--- config.mk ---
export PLATFORM = sky130hd
export DESIGN_NAME = vs_store_seq
export DESIGN_NICKNAME = d
export VERILOG_FILES = /design/src/rtl/vs_store_seq_pkg.sv /design/src/rtl/vs_store_seq_addr_gen.sv /design/src/rtl/vs_store_seq.sv
export SDC_FILE = /design/constraint.sdc
export NUM_CORES = 1
export LEC_CHECK = 0
export ABC_AREA = 1
export ABC_CLOCK_PERIOD_IN_PS = 1600
export BUFFER_PORTS_ARGS = -buffer_cell sky130_fd_sc_hd__buf_4
export CAP_MARGIN = 30
export CORE_ASPECT_RATIO = 1.75
export CORE_MARGIN = 5
export CORE_UTILIZATION = 35
export CTS_CLUSTER_DIAMETER = 100
export DETAILED_ROUTE_END_ITERATION = 6
export GPL_TIMING_DRIVEN = 0
export SLEW_MARGIN = 20
export SYNTH_ARGS = -nofsm -noshare
export SYNTH_HDL_FRONTEND = slang
export SYNTH_SLANG_ARGS = --single-unit
--- constraint.sdc ---
create_clock -name clock -period 1.6 [get_ports clock]
set_input_delay 0.24 -clock clock [delete_from_list [all_inputs] [get_ports clock]]
set_output_delay 0.24 -clock clock [all_outputs]
set_load 0.05 [all_outputs]
--- src/rtl/vs_store_seq_pkg.sv ---
// Shared types and helpers for the vector-store sequencer.
//   vsState_e    : sequencer FSM encoding (IDLE / XFER / DONE)
//   vsElemBytes  : byte size of one element, the default unit stride
package vs_store_seq_pkg;

  typedef enum logic [1:0] {
    VSS_IDLE = 2'd0,
    VSS_XFER = 2'd1,
    VSS_DONE = 2'd2
  } vsState_e;

  function automatic int vsElemBytes(input int elemW);
    return elemW / 8;
  endfunction

endpackage

--- src/rtl/vs_store_seq_addr_gen.sv ---
// Address accumulator for the vector-store sequencer.
// Ports:
//   clock, reset : system clock, async active-low reset
//   load         : capture base as the current address and latch stride
//   step         : advance the current address by the latched stride
//   base, stride : start address and byte stride (two's complement)
//   addr         : current byte address (wraps modulo 2^ADDR_W)
module vs_addr_gen #(
  parameter int ADDR_W = 32
) (
  input  logic              clock,
  input  logic              reset,
  input  logic              load,
  input  logic              step,
  input  logic [ADDR_W-1:0] base,
  input  logic [ADDR_W-1:0] stride,
  output logic [ADDR_W-1:0] addr
);

  logic [ADDR_W-1:0] strideQ;

  // Running sum instead of idx*stride keeps the path to a single adder.
  always_ff @(posedge clock or negedge reset) begin
    if (!reset) begin
      addr    <= '0;
      strideQ <= '0;
    end else if (load) begin
      addr    <= base;
      strideQ <= stride;
    end else if (step) begin
      addr    <= addr + strideQ;
    end
  end

endmodule

--- src/rtl/vs_store_seq.sv ---
// Vector-store sequencer: walks the elements of one vector register and
// issues one word write per element on the shared data-memory port,
// stalling the scalar pipeline for the whole sequence.
// Config macro: VS_STRIDE_EN adds the 'stride' input (signed byte stride,
// sampled at start); without it the stride is ELEM_W/8 bytes.
// Ports:
//   clock, reset           : system clock, async active-low reset
//   start                  : one-cycle pulse, VS instruction in EX
//   base_addr, vl, vs3     : start address, vector length, source vreg
//   stride                 : (VS_STRIDE_EN only) byte stride
//   vrf_rd_reg/elem/data   : combinational vector RF read port
//   mem_req/addr/wdata     : memory write request, held until mem_ready
//   mem_ready              : memory accepts request this cycle
//   stall, done, busy      : pipeline freeze, completion pulse, activity
//
// state    | meaning
// ---------+-------------------------------------------------
// VSS_IDLE | waiting for start
// VSS_XFER | requesting the write of element idx
// VSS_DONE | one-cycle completion pulse, then back to idle
module vs_store_seq
  import vs_store_seq_pkg::*;
#(
  parameter int VLMAX   = 8,
  parameter int ELEM_W  = 32,
  parameter int ADDR_W  = 32,
  parameter int VREG_AW = 5
) (
  input  logic                       clock,
  input  logic                       reset,
  input  logic                       start,
  input  logic [ADDR_W-1:0]          base_addr,
`ifdef VS_STRIDE_EN
  input  logic [ADDR_W-1:0]          stride,
`endif
  input  logic [$clog2(VLMAX):0]     vl,
  input  logic [VREG_AW-1:0]         vs3,
  output logic [VREG_AW-1:0]         vrf_rd_reg,
  output logic [$clog2(VLMAX)-1:0]   vrf_rd_elem,
  input  logic [ELEM_W-1:0]          vrf_rd_data,
  output logic                       mem_req,
  output logic [ADDR_W-1:0]          mem_addr,
  output logic [ELEM_W-1:0]          mem_wdata,
  input  logic                       mem_ready,
  output logic                       stall,
  output logic                       done,
  output logic                       busy
);

  localparam int VL_W  = $clog2(VLMAX) + 1;
  localparam int IDX_W = $clog2(VLMAX);

  vsState_e          state, nextState;
  logic [VL_W-1:0]   effVl, effVlQ;
  logic [IDX_W-1:0]  idx;
  logic [VREG_AW-1:0] vregQ;
  logic              lastElem;
  logic              loadSeq;
  logic              stepSeq;
  logic [ADDR_W-1:0] strideIn;

  // Lengths above VLMAX saturate rather than wrap.
  assign effVl    = (vl > VL_W'(VLMAX)) ? VL_W'(VLMAX) : vl;
  assign lastElem = (VL_W'(idx) == (effVlQ - VL_W'(1)));
  assign loadSeq  = (state == VSS_IDLE) && start && (effVl != '0);
  assign stepSeq  = (state == VSS_XFER) && mem_ready && !lastElem;

`ifdef VS_STRIDE_EN
  assign strideIn = stride;
`else
  assign strideIn = ADDR_W'(vsElemBytes(ELEM_W));
`endif

  always_ff @(posedge clock or negedge reset) begin
    if (!reset) begin
      state <= VSS_IDLE;
    end else begin
      state <= nextState;
    end
  end

  always_comb begin
    nextState = state;
    case (state)
      VSS_IDLE: if (start) nextState = (effVl == '0) ? VSS_DONE : VSS_XFER;
      VSS_XFER: if (mem_ready && lastElem) nextState = VSS_DONE;
      VSS_DONE: nextState = VSS_IDLE;
      default:  nextState = VSS_IDLE;
    endcase
  end

  always_comb begin
    mem_req   = (state == VSS_XFER);
    done      = (state == VSS_DONE);
    busy      = (state != VSS_IDLE);
    stall     = start | busy;
    mem_wdata = mem_req ? vrf_rd_data : '0;
  end

  always_ff @(posedge clock or negedge reset) begin
    if (!reset) begin
      effVlQ <= '0;
      vregQ  <= '0;
      idx    <= '0;
    end else if (loadSeq) begin
      effVlQ <= effVl;
      vregQ  <= vs3;
      idx    <= '0;
    end else if (stepSeq) begin
      idx    <= idx + IDX_W'(1);
    end
  end

  vs_addr_gen #(.ADDR_W(ADDR_W)) uAddrGen (
    .clock  (clock),
    .reset  (reset),
    .load   (loadSeq),
    .step   (stepSeq),
    .base   (base_addr),
    .stride (strideIn),
    .addr   (mem_addr)
  );

  assign vrf_rd_reg  = vregQ;
  assign vrf_rd_elem = idx;

`ifndef SYNTHESIS
  // The pipeline is frozen while busy, so a second start is a protocol error.
  startWhileBusy: assert property (@(posedge clock) disable iff (!reset) !(start && busy))
    else $error("vs_store_seq: start asserted while busy");
`endif

endmodule
==> impl_metrics.tcl <==
set metrics [dict create \
    slew_headroom_pct 55.7 \
    worst_pin_slew_ps 664 \
    cts_tree "built" \
    syn_area_um2 3500 \
    grt_max_degree 48 \
    synth_nets 652 \
    crit_chain "inv_2 -> ha_4 -> xor2_2 -> nand3_2 -> o21bai_4 -> nand2_8 -> clkbuf_16 -> nand2_1 -> nand2_1" \
    p_leak_nw 3.10 \
    wl_um 13500 \
    grt_pass1_vias 4186 \
    rsz0062_at_grt "true" \
    async_reset_ff_share_pct 100 \
    clock_latency_ps 290 \
    drt_iter0_drc 258 \
    violations "setup timing" \
    syn_avg_cell_area_um2 6.14 \
    critPathLaunchType "register" \
    crit_arrival_ps 1980 \
    clock_skew_ps 5.74 \
    num_rows 48 \
    final_max_slew_viol_count 0 \
    cp-end-kind "register" \
    synth_cell_types 31 \
    portBuffers 152 \
    gp_congestion 0.862 \
    synth_enable_flop_cells 0 \
    dp_hpwl_um 10500 \
    fin_area_um2 5990 \
    coreArea_um2 9850 \
    synth.area.top_cells "dfrtp_1, nand2_1, nor2_1" \
    synth_compound_area_share_pct 4.07 \
    clockBufferDepth 2 \
    ys_seq_area_share_pct 33.6 \
    ys_ff_latch 47 \
    grt_pass1_wl_um 21100 \
    syn_to_final_growth_pct 70.9 \
    synth_top_area_share_pct 33.6 \
    wl_per_cell_um 15.4 \
    critPathTopFamily "flip-flops" \
    die_area_um2 12200 \
    hp-class "in2reg" \
    hold_violations 0 \
    synth_largest_area_cell "dfrtp_1" \
    grt_overflow 0 \
    die_h_um 142 \
    cts_buffers 5 \
    antenna_found_initial 0 \
    drv_cap 0 \
    cts_max_level 2 \
    ir_drop_v 0.00118 \
    fmax_ghz 0.557 \
    synth_xor_area_share_pct 4.00 \
    num_vias 4190 \
    cts_root_buf "clkbuf_16" \
    clkSlewWorstSetupHoldPaths_ps 70 \
    path_buf_inv 2 \
    ys.warnings.count 0 \
    vias_per_cell 4.79 \
    fin_setup_tns_ps -6310 \
    use_met2_pct 43.3 \
    worstPathMaxFanout 7 \
    setup_violations 65 \
    slowest_stage "dfrtp_1" \
    grtUsageMet1_pct 22.6 \
    worst_slack_ps -194 \
    track_usage_pct 22.0 \
    clkSinkCount 47 \
    period_share_pct 112 \
    synth_top_family_by_area "simple AND/OR/NAND/NOR gates" \
    worst_path_largest_cell_delay_ps 360 \
    grt_use_met3_pct 3.19 \
    hold-worst-slack_ps 142 \
    netlist_instances 571 \
    largest_reg_flops 32 \
    start_util_pct 35.6 \
    busiest_layer "met2" \
    layout-drive-gt1-share_pct 41.1 \
    synth_common_cells "nand2_1, nor2_1, inv_1" \
    crit_type "reg2reg" \
    drtAntennaViolNets 0 \
    ys_dominant_reg_cell "dfrtp_1" \
    drtPass1Iterations 5 \
    final_nets 830 \
    power.total_mw 12.1 \
    powerDensity_nw_per_um2 2020 \
    placed_cell_area_um2 5150 \
    synth.most_common_cell "nand2_1" \
    drc 0 \
    dp_worst_setup_slack_ps -250 \
    outcome "finished, violations left" \
    crit_top_cell "nand2_1" \
    fp.dieW_um 85.6 \
    cp.required_ps 1790 \
    diodes 0 \
    io_pins 153 \
    synth-simple-area-share_pct 45.2 \
    finalCriticalPeriod_ps 1790 \
    synthMuxAreaShare_pct 0.286 \
    synth_adder_area_share_pct 1.43 \
]
## final cells by class
class | count | area, µm²
Multi-Input combinational cell | 427 | 2390
Tap cell | 125 | 156
Buffer | 20 | 240
Clock buffer | 6 | 129
Sequential cell | 47 | 1190
Timing Repair Buffer | 170 | 1570
Inverter | 78 | 298
Fill cell | 945 | 3860
Clock inverter | 2 | 12.5
## routing by layer
| layer | wire length, µm | share of wire, % |
|---|---|---|
| met1 | 4720 | 35 |
| met2 | 7570 | 56 |
| met3 | 825 | 6.1 |
| met4 | 393 | 2.9 |
| met5 | 0 | 0 |
## path summary, 6_finish.rpt
check | start | to | slack, ps | cells after the start
setup / recovery | effVlQ[0] | uAddrGen.addr[24] | -190 | 9
hold / removal | vs3[4] | vrf_rd_reg[4] | 140 | 3
setup reg to reg | effVlQ[0] | uAddrGen.addr[24] | -190 | 9
hold reg to reg | vrf_rd_reg[4] | vrf_rd_reg[4] | 480 | 2
max in group asynchronous | reset | uAddrGen.addr[9] | 580 | 2
min in group asynchronous | reset | uAddrGen.addr[2] | 510 | 2
## through the flow
stage                     instances  util (%)
after CTS                       871      58.1
after global placement          848      52.2
after floorplan                 571         -
final                           875      60.8
after detailed placement        848      52.2
after global routing            875      60.8
## cells in the final DEF, fill, tap and decap left out, drive strengths merged
cell	netlist	routed
xnor2	4	4
nand2	235	236
a21oi	1	1
nand3	56	56
o22ai	3	3
nor3	1	1
dlygate4sd3	0	1
buf	17	177
nand3b	2	2
or2	6	6
mux2i	1	1
xor2	12	12
nor2	84	84
o21a	1	1
o21ai	14	14
nand4	1	1
inv	78	78
ha	4	4
dfrtp	47	47
o21bai	1	1
clkinv	0	1
clkinvlp	0	1
clkbuf	3	18
## power breakdown
group | internal, mW | switching [mW] | total [mW]
Clock | 0.578 | 0.481 | 1.06
Combinational | 3.35 | 5.41 | 8.75
Sequential | 1.68 | 0.598 | 2.28
Total | 5.61 | 6.48 | 12.1
## timing repair
item,4_1_cts,5_1_grt
pin swaps,9,14
setup buffers,9,2
hold endpoints to repair,6,0
setup endpoints to repair,63,73
gates cloned,5,2
hold buffers,1,0
resized for setup,63,55
## cells by family (layout without fill, tap and decap cells)
kind of cell / count (synthesis) / count (layout)
compound gates: 20 / 20
xor+xnor: 16 / 16
fa+ha+maj: 4 / 4
buf+inv: 98 / 276
flops: 47 / 47
mux: 1 / 1
simple gates: 385 / 386
## worst min-delay path, delay by kind of cell
kind / cells / cell delay (ps)
buf+inv: 1 / 80
simple gates: 2 / 80
Power figures use the tool's default switching activity.
